File: config.mk
export PLATFORM = sky130hd
export DESIGN_NAME = canvas_dump_reader
export DESIGN_NICKNAME = d
export VERILOG_FILES = /design/src/rtl/canvas_dump_reader_pkg.sv /design/src/rtl/canvas_dump_reader.sv
export SDC_FILE = /design/constraint.sdc
export NUM_CORES = 1
export LEC_CHECK = 0
export CORE_ASPECT_RATIO = 0.9
export CORE_MARGIN = 2
export CORE_UTILIZATION = 25
export DETAILED_ROUTE_END_ITERATION = 10
export HOLD_SLACK_MARGIN = 0.03
export REMOVE_ABC_BUFFERS = 1
export SLEW_MARGIN = 20
export SYNTH_ARGS = -nofsm -noshare
export SYNTH_HDL_FRONTEND = slang
export SYNTH_SLANG_ARGS = --single-unit
File: constraint.sdc
create_clock -name CLOCK_50 -period 2.5 [get_ports CLOCK_50]
set_input_delay 0.5 -clock CLOCK_50 [delete_from_list [all_inputs] [get_ports CLOCK_50]]
set_output_delay 0.5 -clock CLOCK_50 [all_outputs]
set_load 0.005 [all_outputs]
File: src/rtl/canvas_dump_reader_pkg.sv
// Shared definitions for the paint canvas writer and the canvas dump reader:
// canvas geometry defaults, coordinate width, stream framing constants and
// the dump reader state encoding.
package canvas_dump_reader_pkg;

    localparam int         COORD_W           = 11;
    localparam int         W_RES_DEFAULT     = 640;
    localparam int         H_RES_DEFAULT     = 480;
    localparam logic [7:0] SYNC_BYTE_DEFAULT = 8'hA5;

    // Header is SYNC, width hi/lo, height hi/lo.
    localparam int         HDR_LEN           = 5;

    typedef enum logic [3:0] {
        ST_IDLE,
        ST_HDR,
        ST_FETCH,
        ST_LATCH,
        ST_SEND_R,
        ST_SEND_G,
        ST_SEND_B,
        ST_SUM,
        ST_DONE
    } dump_state_t;

    // Header byte for a given index; out-of-range indices return zero.
    function automatic logic [7:0] header_byte(
        input logic [2:0]  idx,
        input logic [7:0]  sync,
        input logic [15:0] width,
        input logic [15:0] height
    );
        logic [7:0] b;
        case (idx)
            3'd0:    b = sync;
            3'd1:    b = width[15:8];
            3'd2:    b = width[7:0];
            3'd3:    b = height[15:8];
            3'd4:    b = height[7:0];
            default: b = 8'h00;
        endcase
        return b;
    endfunction

endpackage

File: src/rtl/canvas_dump_reader.sv
// Canvas dump reader: on start, walks the R/G/B frame buffers in raster order
// and emits SYNC, width, height, R/G/B per pixel and an XOR checksum of the
// pixel bytes over a valid/ready byte stream. The buffers answer one cycle
// after the address, so each pixel spends one cycle in FETCH (address
// settling) and one in LATCH (data capture) before its three bytes go out.
module canvas_dump_reader
    import canvas_dump_reader_pkg::*;
#(
    parameter int         W_RES     = W_RES_DEFAULT,
    parameter int         H_RES     = H_RES_DEFAULT,
    parameter logic [7:0] SYNC_BYTE = SYNC_BYTE_DEFAULT
) (
    input  logic               CLOCK_50,
    input  logic               reset,
    input  logic               start,
    output logic               busy,
    output logic               done,
    output logic [COORD_W-1:0] rd_x,
    output logic [COORD_W-1:0] rd_y,
    input  logic [7:0]         rd_r,
    input  logic [7:0]         rd_g,
    input  logic [7:0]         rd_b,
    output logic [7:0]         tx_data,
    output logic               tx_valid,
    input  logic               tx_ready
);

    localparam logic [COORD_W-1:0] X_LAST   = COORD_W'(W_RES - 1);
    localparam logic [COORD_W-1:0] Y_LAST   = COORD_W'(H_RES - 1);
    localparam logic [15:0]        WIDTH16  = 16'(W_RES);
    localparam logic [15:0]        HEIGHT16 = 16'(H_RES);
    localparam logic [2:0]         HDR_LAST = 3'(HDR_LEN - 1);

    dump_state_t        state_reg,    state_next;
    logic [2:0]         hdr_idx_reg,  hdr_idx_next;
    logic [COORD_W-1:0] rd_x_reg,     rd_x_next;
    logic [COORD_W-1:0] rd_y_reg,     rd_y_next;
    logic [7:0]         pix_g_reg,    pix_g_next;
    logic [7:0]         pix_b_reg,    pix_b_next;
    logic [7:0]         checksum_reg, checksum_next;
    logic [7:0]         tx_data_reg,  tx_data_next;
    logic               tx_valid_reg, tx_valid_next;

    logic               xfer;
    logic [7:0]         checksum_upd;

    assign xfer         = tx_valid_reg && tx_ready;
    assign checksum_upd = checksum_reg ^ tx_data_reg;

    // State and datapath registers; reset abandons any frame in flight.
    always_ff @(posedge CLOCK_50) begin
        if (reset) begin
            state_reg    <= ST_IDLE;
            hdr_idx_reg  <= 3'd0;
            rd_x_reg     <= '0;
            rd_y_reg     <= '0;
            pix_g_reg    <= 8'h00;
            pix_b_reg    <= 8'h00;
            checksum_reg <= 8'h00;
            tx_data_reg  <= 8'h00;
            tx_valid_reg <= 1'b0;
        end else begin
            state_reg    <= state_next;
            hdr_idx_reg  <= hdr_idx_next;
            rd_x_reg     <= rd_x_next;
            rd_y_reg     <= rd_y_next;
            pix_g_reg    <= pix_g_next;
            pix_b_reg    <= pix_b_next;
            checksum_reg <= checksum_next;
            tx_data_reg  <= tx_data_next;
            tx_valid_reg <= tx_valid_next;
        end
    end

    // Next-state and datapath decisions; the next byte is loaded on the
    // transfer edge so back-to-back bytes flow at one per cycle.
    always_comb begin
        state_next    = state_reg;
        hdr_idx_next  = hdr_idx_reg;
        rd_x_next     = rd_x_reg;
        rd_y_next     = rd_y_reg;
        pix_g_next    = pix_g_reg;
        pix_b_next    = pix_b_reg;
        checksum_next = checksum_reg;
        tx_data_next  = tx_data_reg;
        tx_valid_next = tx_valid_reg;

        case (state_reg)
            ST_IDLE: begin
                tx_valid_next = 1'b0;
                if (start) begin
                    state_next    = ST_HDR;
                    hdr_idx_next  = 3'd0;
                    checksum_next = 8'h00;
                    rd_x_next     = '0;
                    rd_y_next     = '0;
                end
            end

            ST_HDR: begin
                if (!tx_valid_reg) begin
                    tx_valid_next = 1'b1;
                    tx_data_next  = header_byte(hdr_idx_reg, SYNC_BYTE, WIDTH16, HEIGHT16);
                end else if (xfer) begin
                    if (hdr_idx_reg == HDR_LAST) begin
                        tx_valid_next = 1'b0;
                        rd_x_next     = '0;
                        rd_y_next     = '0;
                        state_next    = ST_FETCH;
                    end else begin
                        hdr_idx_next  = hdr_idx_reg + 3'd1;
                        tx_data_next  = header_byte(hdr_idx_reg + 3'd1, SYNC_BYTE, WIDTH16, HEIGHT16);
                    end
                end
            end

            ST_FETCH: begin
                state_next = ST_LATCH;
            end

            ST_LATCH: begin
                // Red goes straight to the output register; green and blue
                // are held so later buffer writes cannot reach this pixel.
                tx_data_next  = rd_r;
                pix_g_next    = rd_g;
                pix_b_next    = rd_b;
                tx_valid_next = 1'b1;
                state_next    = ST_SEND_R;
            end

            ST_SEND_R: begin
                if (xfer) begin
                    checksum_next = checksum_upd;
                    tx_data_next  = pix_g_reg;
                    state_next    = ST_SEND_G;
                end
            end

            ST_SEND_G: begin
                if (xfer) begin
                    checksum_next = checksum_upd;
                    tx_data_next  = pix_b_reg;
                    state_next    = ST_SEND_B;
                end
            end

            ST_SEND_B: begin
                if (xfer) begin
                    checksum_next = checksum_upd;
                    if (rd_x_reg < X_LAST) begin
                        rd_x_next     = rd_x_reg + 1'b1;
                        tx_valid_next = 1'b0;
                        state_next    = ST_FETCH;
                    end else if (rd_y_reg < Y_LAST) begin
                        rd_x_next     = '0;
                        rd_y_next     = rd_y_reg + 1'b1;
                        tx_valid_next = 1'b0;
                        state_next    = ST_FETCH;
                    end else begin
                        // Checksum including the final blue byte goes out next.
                        tx_data_next  = checksum_upd;
                        state_next    = ST_SUM;
                    end
                end
            end

            ST_SUM: begin
                if (xfer) begin
                    tx_valid_next = 1'b0;
                    state_next    = ST_DONE;
                end
            end

            ST_DONE: begin
                tx_valid_next = 1'b0;
                state_next    = ST_IDLE;
            end

            default: begin
                tx_valid_next = 1'b0;
                state_next    = ST_IDLE;
            end
        endcase
    end

    assign busy     = (state_reg != ST_IDLE) && (state_reg != ST_DONE);
    assign done     = (state_reg == ST_DONE);
    assign rd_x     = rd_x_reg;
    assign rd_y     = rd_y_reg;
    assign tx_data  = tx_data_reg;
    assign tx_valid = tx_valid_reg;

endmodule

==> run_results.csv, run 1 <==
group,metric,value,unit
logic_synthesis,ys_seq_area_share,34.6,%
floorplanning,coreArea,14000,sq um
grt,grt_pass1_wl,17.0,mm
logic_synthesis,synth-seq-cells,62,
timing,clock_skew,0.00618,ns
timing,tns,0,ns
cells_and_area,final.fill_count,1454,
pwr,power_frac_seq,34.1,%
critical_path,endpoint_kind,"flop",
cells_and_area,area_growth,33.4,%
critical_path,worst_ep_arrival_time,2.55,ns
critical_path,cp_common_cell,"buf_4",
routing,viasPerCell,5.07,
timing,final_hold_viol_count,0,
cells_and_area,fin_cells,722,
timing,setup_viol,0,
grt,grt_pass1_vias,3385,
pwr,clockPowerShare,32.4,%
min_path,min_path_cells,2,
clock_network,post_cts_buffers,0,
floorplanning,die_h,118,um
routing,vias,3663,
placement,io_buffers,60,
logic_synthesis,synth_edf_count,0,
cells_and_area,fin_nets,565,
pwr,powerDensity,723,nW/um^2
routing,routedWlPerCell,14.7,um
critical_path,crit_slowest_cell,"clkdlybuf4s50_1",
logic_synthesis,synth_top_area_cell,"dfxtp_1",
placement,gp_congestion,0.898,
min_path,hold_class,"flop to flop",
critical_path,worstPathRequired,2.71,ns
clock_network,cts-resized-gates,0,
routing,wl_met1,4.93,mm
timing,whs,0.451,ns
grt,grtUsageTotal,14.0,%
clock_network,cts_buffer_depth,2,
floorplanning,die_w,130,um
routing,route.met3.wl,680,um
job,cap_viol_max_count,0,
routing,routed_wirelength,10.6,mm
logic_synthesis,async_reset_ff_share,0,%
logic_synthesis,ys_warn_count,0,
pwr,p_leak,1.60,nW
logic_synthesis,synth_area_per_cell,7.88,sq um
clock_network,numCtsBuffers,9,
critical_path,slowest_delay,0.51,ns
clock_network,cts_sinks,62,
placement,dp_cells,708,
critical_path,crit_family,"buffers and inverters",
pwr,power,3.46,mW
pwr,ir_drop,368,uV
pwr,combPwrFrac,33.4,%
clock_network,ctsHoldBuffers,0,
cells_and_area,final_layout_size_suffix_gt1_share,10.2,%
floorplanning,row_count,41,
clock_network,cts_root_buffer,"clkbuf_16",
routing,highest_layer,"met4",
grt,grt_max_degree,32,
run_status,outcome,"completed",
logic_synthesis,synthTopCellsByArea,"dfxtp_1, nand2_1, a21oi_1",
logic_synthesis,netlist-cell-type-count,66,
timing,rsz0062_at_grt,"false",
grt,overflow,0,
logic_synthesis,syn-instance-count,455,
critical_path,r2r_cells,9,
logic_synthesis,synth_ff_type,"dfxtp_1",
min_path,min_from,"pix_b_reg[6]$_SDFFE_PP0P_",
routing,drt_iter0_drc,384,
timing,fin_crit_sh,93.8,%
logic_synthesis,syn_area,3590,sq um
timing,fin_crit,2.35,ns
critical_path,r2r_setup_slack,0.26,ns
timing,worstMarginPinSlew,0.666,ns
placement,dpl.hpwl,7.75,mm
routing,wl_met2,4.79,mm
clock_network,clkTransAtPathRegs,0.05,ns
timing,fmax,426,MHz
grt,antenna_found_initial,0,
pwr,p_int,2.31,mW
clock_network,cts_tree,"done",
clock_network,htreeDepth,3,
critical_path,start_kind,"input port",
critical_path,cp_max_fo,6,
pwr,switching_power,1.15,mW
clock_network,clk_latency,0.33,ns
pwr,switching_share,33.2,%
critical_path,crit_buf_inv,4,
min_path,hold_end,"pix_b_reg[6]$_SDFFE_PP0P_",
timing,slew_headroom,55.3,%
critical_path,timing.rr.start,"hdr_idx_reg[0]$_SDFFE_PP0P_",
routing,drt_drc_violations_left,0,
critical_path,r2r-end,"rd_y[1]$_SDFFE_PP0P_",
floorplanning,start_util,25.6,%
routing,final_antenna_net_count,0,
critical_path,path_cells,"clkdlybuf4s50_1, and2_1, a31oi_1, or3_4, buf_4, buf_4, a21oi_1, buf_4, o32ai_1",
floorplanning,dieArea,15300,sq um
cells_and_area,antennaDiodeCount,0,
logic_synthesis,synth_top_area_share,34.6,%
critical_path,worstSetupPathType,"input port to flop",
timing,drv_slew,0,
floorplanning,ios,61,
routing,dr.pass1.iters,5,
==> worst register-to-register path, delay by kind of cell, from the launching register on <==
family / cells / cell delay [ns]
adders and majority gates: 1 / 0.27
buffers and inverters: 4 / 0.62
DFF: 1 / 0.36
and+or+nand+nor: 1 / 0.43
AOI/OAI and AO/OA: 3 / 0.44
==> power groups by stage <==
stage / clock network [mW] / logic (mW) / registers (mW)
3_3_place_gp: 0 / 1.13 / 1.20
3_5_place_dp: 0 / 1.15 / 1.20
4_1_cts: 1.15 / 1.16 / 1.18
2_1_floorplan: 0 / 0.546 / 1.23
6_report: 1.12 / 1.16 / 1.18
5_1_grt: 1.18 / 1.26 / 1.20
==> worst max path at each step <==
stage | start | to | slack, ns | cells past startpoint
after floorplan | state_reg[1]$_SDFFE_PP0P_ | tx_data[2]$_SDFFE_PP0P_ | -0.28 | 5
after global placement | tx_ready | rd_y[6]$_SDFFE_PP0P_ | -0.09 | 7
after detailed placement | tx_ready | rd_y[1]$_SDFFE_PP0P_ | -0.14 | 9
after CTS | state_reg[0]$_SDFFE_PP0P_ | done | 0.16 | 3
after global routing | tx_ready | rd_y[1]$_SDFFE_PP0P_ | 0.07 | 9
final | tx_ready | rd_y[1]$_SDFFE_PP0P_ | 0.15 | 9
==> kinds of logic (layout without fill, tap and decap cells) <==
family | after synthesis | after routing | share of synthesized area (%)
flip-flops | 62 | 62 | 34.6
AO/OA/AOI/OAI | 142 | 142 | 26.6
XOR/XNOR | 8 | 8 | 1.95
buffers and inverters | 48 | 122 | 5.55
multiplexers | 8 | 8 | 2.23
AND/OR/NAND/NOR | 176 | 176 | 25.3
adder cells (fa/ha/maj) | 11 | 11 | 3.84
==> cells in the mapped netlist, drive strengths merged (3+ instances only) <==
| cell | number |
|---|---|
| nor3 | 6 |
| clkbuf | 14 |
| mux2i | 8 |
| o31ai | 6 |
| xnor2 | 6 |
| nor2b | 9 |
| a21oi | 42 |
| or3 | 4 |
| nand3b | 9 |
| dfxtp | 62 |
| nand2 | 63 |
| nand4 | 9 |
| o22ai | 5 |
| nor4 | 3 |
| buf | 12 |
| nor3b | 3 |
| inv | 22 |
| a22oi | 4 |
| a32oi | 3 |
| o32a | 3 |
| and3 | 7 |
| a31oi | 22 |
| nor2 | 26 |
| o311a | 3 |
| o211ai | 7 |
| or4 | 3 |
| ha | 11 |
| a211oi | 7 |
| nand3 | 17 |
| o21ai | 22 |
| nand2b | 6 |
==> placed cells by master (no fill, tap or decap), types with 7 or more instances in the layout <==
cell type	count
ha_1	11
o211ai_1	7
buf_4	26
o21ai_0	18
a21oi_1	41
nor2b_1	9
nand3_1	17
clkdlybuf4s50_1	60
inv_1	22
nand4_1	9
a31oi_1	21
clkbuf_16	9
dfxtp_1	62
nand2_1	63
nor2_1	26
mux2i_1	8
nand3b_1	9
and3_1	7
==> metrics by stage <==
stage	cell area [sq um]	setup WS (ns)	utilization [%]
CTS	4780	0.157	34.1
finish	4780	0.155	34.2
global route	4780	0.0716	34.2
global placement	4510	-0.0877	32.2
detailed placement	4510	-0.137	32.2
floorplan	3470	-0.279	-
==> layout make-up <==
| class | instances | area (sq um) | area share [%] |
|---|---|---|---|
| Tap cell | 193 | 241 | 5.05 |
| Sequential cell | 62 | 1240 | 25.9 |
| Inverter | 22 | 82.6 | 1.73 |
| Clock buffer | 10 | 239 | 4.99 |
| Multi-Input combinational cell | 345 | 2160 | 45.1 |
| Timing Repair Buffer | 86 | 796 | 16.6 |
| Clock inverter | 4 | 25.0 | 0.523 |
==> metal layers <==
| layer | vias up | track usage (%) |
|---|---|---|
| met5 | - | 0 |
| met4 | 0 | 4.37 |
| met3 | 22 | 3.59 |
| met2 | 123 | 21.5 |
| met1 | 1702 | 19.1 |
| li1 | 1816 | - |
(Power assumes the default switching activity.)
==> inputs of run 2 (changes only) <==
--- a/config.mk
+++ b/config.mk
@@ -10,6 +10,7 @@
 export CORE_UTILIZATION = 25
 export DETAILED_ROUTE_END_ITERATION = 10
 export HOLD_SLACK_MARGIN = 0.03
+export PLACE_DENSITY_LB_ADDON = 0.3
 export REMOVE_ABC_BUFFERS = 1
 export SLEW_MARGIN = 20
 export SYNTH_ARGS = -nofsm -noshare
==> run_results.csv, run 2 (same netlist as run 1, synthesis figures left out) <==
group,metric,value,unit
run_status,outcome,"completed",
cells_and_area,area_growth,35.7,%
cells_and_area,layout_common_cells,"nand2_1, dfxtp_1, clkdlybuf4s50_1, a21oi_1, buf_4",
clock_network,htreeDepth,3,
clock_network,clkTransAtPathRegs,0.06,ns
critical_path,endpoint_kind,"output port",
routing,final_antenna_net_count,0,
cells_and_area,fin_nets,567,
placement,gp_congestion,0.842,
floorplanning,die_w,130,um
clock_network,post_cts_buffers,0,
critical_path,worst_ep_arrival_time,1.80,ns
routing,dr.pass1.iters,5,
clock_network,cts_root_buffer,"clkbuf_16",
timing,worstMarginPinSlew,0.726,ns
timing,rsz0062_at_grt,"false",
critical_path,start_kind,"flop",
grt,overflow,0,
timing,whs,0.454,ns
routing,routedWlPerCell,15.0,um
clock_network,cts-resized-gates,0,
timing,fmax,436,MHz
clock_network,cts_tree,"done",
grt,grt_max_degree,25,
routing,routed_wirelength,10.9,mm
timing,tns,0,ns
job,cap_viol_max_count,0,
timing,fin_crit_sh,91.8,%
clock_network,cts_buffer_depth,2,
placement,dpl.hpwl,7.87,mm
grt,grt_pass1_vias,3547,
routing,drt_iter0_drc,310,
grt,antenna_found_initial,0,
clock_network,ctsHoldBuffers,0,
cells_and_area,final_layout_size_suffix_gt1_share,10.9,%
critical_path,cp_max_fo,12,
timing,slew_headroom,51.3,%
timing,final_hold_viol_count,0,
timing,fin_crit,2.30,ns
clock_network,cts_sinks,62,
cells_and_area,antennaDiodeCount,0,
critical_path,worstPathRequired,2.00,ns
floorplanning,start_util,25.6,%
routing,vias,3715,
placement,io_buffers,60,
timing,setup_viol,0,
routing,drt_drc_violations_left,0,
clock_network,numCtsBuffers,9,
pwr,ir_drop,406,uV
timing,clock_skew,0.00765,ns
floorplanning,row_count,41,
floorplanning,die_h,118,um
routing,viasPerCell,5.12,
timing,drv_slew,0,
pwr,powerDensity,763,nW/um^2
grt,grt_pass1_wl,17.6,mm
cells_and_area,post-route-util,34.7,%
floorplanning,ios,61,
cells_and_area,layout_commonest_cell,"nand2_1",
floorplanning,dieArea,15300,sq um
pwr,p_leak,1.64,nW
floorplanning,coreArea,14000,sq um
min_path,hold_class,"flop to flop",
critical_path,worstSetupPathType,"flop to output port",
grt,grtUsageTotal,14.4,%
clock_network,clk_latency,0.33,ns
## run 2: path summary, 6_finish.rpt
path	to	startpoint	cells after the start	slack (ns)
hold / removal	pix_g_reg[7]$_SDFFE_PP0P_	pix_g_reg[7]$_SDFFE_PP0P_	2	0.45
setup reg to reg	rd_y[1]$_SDFFE_PP0P_	state_reg[1]$_SDFFE_PP0P_	7	0.20
setup / recovery	done	state_reg[1]$_SDFFE_PP0P_	3	0.20
hold reg to reg	pix_g_reg[7]$_SDFFE_PP0P_	pix_g_reg[7]$_SDFFE_PP0P_	2	0.45
## run 2: where the power goes
part           internal [mW]  switching [mW]  total (mW)  leakage (nW)
combinational          0.536           0.607        1.14         0.985
clock                  0.885           0.505        1.39         0.157
sequential              1.07           0.112        1.18         0.501
## run 2: per-layer routing
metal  part of all wire (%)  global-route usage, %  up-vias  wire length [um]
met5                      0                      0        -                 0
met4                    1.5                   4.44        0               159
met3                    5.2                   4.00       12               564
met2                     46                   22.4      110              5030
met1                     47                   19.2     1774              5110
li1                       -                      -     1819                 -
## run 2: per-stage QoR
stage / std cells / area [sq um] / total power, mW / setup WS [ns]
2_1_floorplan: 429 / 3470 / 1.78 / -0.279
3_3_place_gp: 710 / 4540 / 2.32 / -0.0633
3_5_place_dp: 710 / 4540 / 2.34 / -0.116
4_1_cts: 726 / 4860 / 3.74 / 0.200
5_1_grt: 726 / 4860 / 3.90 / 0.0786
6_report: 726 / 4860 / 3.71 / 0.205
## run 2: final cells by class
class | count | area [sq um]
clock inverters | 7 | 103
inverters | 22 | 82.6
clock buffers | 9 | 225
multi-input cells | 345 | 2160
fillers | 1454 | 9140
flip-flops and latches | 62 | 1240
repair buffers | 88 | 811
well taps | 193 | 241
## run 2: worst max-delay path, cell delays in order, from the launching register on
cell and delay, ns:
dfxtp_1 0.41, or3_1 0.43, nor2_1 0.11, clkdlybuf4s50_1 0.51
==> inputs of run 3 (changes only) <==
--- a/config.mk
+++ b/config.mk
@@ -7,7 +7,7 @@
 export LEC_CHECK = 0
 export CORE_ASPECT_RATIO = 0.9
 export CORE_MARGIN = 2
-export CORE_UTILIZATION = 25
+export CORE_UTILIZATION = 50
 export DETAILED_ROUTE_END_ITERATION = 10
 export HOLD_SLACK_MARGIN = 0.03
 export PLACE_DENSITY_LB_ADDON = 0.3
==> run_results.csv, run 3 (same netlist as run 1, synthesis figures left out) <==
group,metric,value,unit
clock_network,numCtsBuffers,9,
critical_path,r2r-end,"rd_x[3]$_SDFFE_PP0P_",
critical_path,r2r_setup_slack,0.20,ns
clock_network,clk_latency,0.34,ns
routing,viasPerCell,5.96,
clock_network,cts_root_buffer,"clkbuf_8",
routing,drt_iter0_drc,399,
critical_path,crit_family,"simple AND/OR/NAND/NOR gates",
clock_network,cts-resized-gates,0,
min_path,min_from,"pix_g_reg[7]$_SDFFE_PP0P_",
critical_path,timing.rr.start,"state_reg[1]$_SDFFE_PP0P_",
floorplanning,ios,61,
floorplanning,die_w,93.3,um
critical_path,endpoint_kind,"output port",
clock_network,clkTransAtPathRegs,0.06,ns
grt,overflow,0,
floorplanning,row_count,29,
critical_path,worstPathRequired,2.00,ns
grt,grtUsageTotal,26.1,%
timing,fin_crit_sh,94.8,%
run_status,outcome,"completed",
cells_and_area,final_layout_size_suffix_gt1_share,10.7,%
clock_network,ctsHoldBuffers,0,
timing,rsz0062_at_grt,"false",
critical_path,path_cells,"or3_1, nor2_1, clkdlybuf4s50_1",
routing,final_antenna_net_count,0,
critical_path,cp_max_fo,12,
routing,routedWlPerCell,16.1,um
placement,dpl.hpwl,7.29,mm
grt,antenna_found_initial,0,
timing,clock_skew,0.00805,ns
cells_and_area,area_growth,28.0,%
timing,fmax,422,MHz
timing,final_hold_viol_count,0,
floorplanning,die_h,84.3,um
critical_path,crit_slowest_cell,"clkdlybuf4s50_1",
grt,grt_pass1_wl,16.6,mm
min_path,hold_end,"pix_g_reg[7]$_SDFFE_PP0P_",
min_path,min_path_cells,2,
pwr,ir_drop,377,uV
job,cap_viol_max_count,0,
critical_path,slowest_delay,0.51,ns
cells_and_area,final_area,4590,sq um
cells_and_area,layout_common_cells,"nand2_1, dfxtp_1, clkdlybuf4s50_1, a21oi_1, buf_4",
cells_and_area,antennaDiodeCount,0,
timing,slew_headroom,59.2,%
clock_network,cts_sinks,62,
routing,vias,3737,
placement,io_buffers,60,
floorplanning,start_util,51.2,%
cells_and_area,fin_nets,570,
floorplanning,dieArea,7870,sq um
critical_path,worst_ep_arrival_time,1.87,ns
clock_network,cts_buffer_depth,2,
placement,gp_congestion,0.936,
clock_network,post_cts_buffers,0,
placement,place_area,4430,sq um
floorplanning,coreArea,7000,sq um
pwr,power,3.13,mW
timing,worstMarginPinSlew,0.612,ns
routing,routed_wirelength,10.1,mm
grt,grt_max_degree,19,
cells_and_area,layout_commonest_cell,"nand2_1",
routing,drt_drc_violations_left,0,
pwr,p_leak,1.58,nW
clock_network,cts_tree,"done",
timing,whs,0.454,ns
timing,fin_crit,2.37,ns
min_path,hold_class,"flop to flop",
cells_and_area,final.fill_count,618,
critical_path,crit_buf_inv,1,
routing,dr.pass1.iters,6,
timing,drv_slew,0,
critical_path,worstSetupPathType,"flop to output port",
pwr,powerDensity,681,nW/um^2
critical_path,r2r_cells,7,
critical_path,start_kind,"flop",
timing,setup_viol,0,
clock_network,htreeDepth,3,
grt,grt_pass1_vias,3502,
[run 3: how the worst max path moves through the flow]
stage,depth (start not counted),endpoint,from,slack [ns]
3_3_place_gp,7,rd_y[6]$_SDFFE_PP0P_,tx_ready,-0.09
5_1_grt,3,done,state_reg[1]$_SDFFE_PP0P_,0.008
3_5_place_dp,7,rd_y[6]$_SDFFE_PP0P_,tx_ready,-0.14
6_report,3,done,state_reg[1]$_SDFFE_PP0P_,0.13
2_1_floorplan,5,tx_data[2]$_SDFFE_PP0P_,state_reg[1]$_SDFFE_PP0P_,-0.28
4_1_cts,3,done,state_reg[1]$_SDFFE_PP0P_,0.14
[run 3: final cells by class]
| class | instances | area (sq um) | area share [%] |
|---|---|---|---|
| clock inverters | 2 | 10.0 | 0.218 |
| inverters | 22 | 82.6 | 1.80 |
| flip-flops and latches | 62 | 1240 | 27.0 |
| multi-input cells | 345 | 2160 | 47.1 |
| clock buffers | 12 | 145 | 3.16 |
| well taps | 93 | 116 | 2.54 |
| repair buffers | 91 | 833 | 18.2 |
[run 3: metal layers]
layer	up-vias	global-route usage, %	share of wire [%]
li1	1824	-	-
met1	1758	36.4	46
met2	142	41.3	46
met3	13	4.13	6.2
met4	0	8.69	1.3
met5	-	0	0
[run 3: per-stage QoR]
step | setup TNS [ns] | setup slack, ns | utilization [%] | std cells
after global placement | -0.255 | -0.0871 | 63.3 | 613
after floorplan | -2.65 | -0.279 | - | 429
final | 0 | 0.131 | 65.5 | 627
after CTS | 0 | 0.140 | 65.5 | 627
after detailed placement | -0.560 | -0.138 | 63.3 | 613
after global routing | 0 | 0.00796 | 65.5 | 627
[run 3: power by group]
part	switching [mW]	leakage [nW]	internal, mW	total (mW)
logic	0.598	0.997	0.591	1.19
clock network	0.378	0.0821	0.373	0.751
registers	0.119	0.501	1.07	1.19
total	1.09	1.58	2.03	3.13
[run 3: tightest hold or removal path, stage by stage, from the launching register on]
cell and delay, ns:
dfxtp_1 0.31, nand2_1 0.05, a21oi_1 0.05
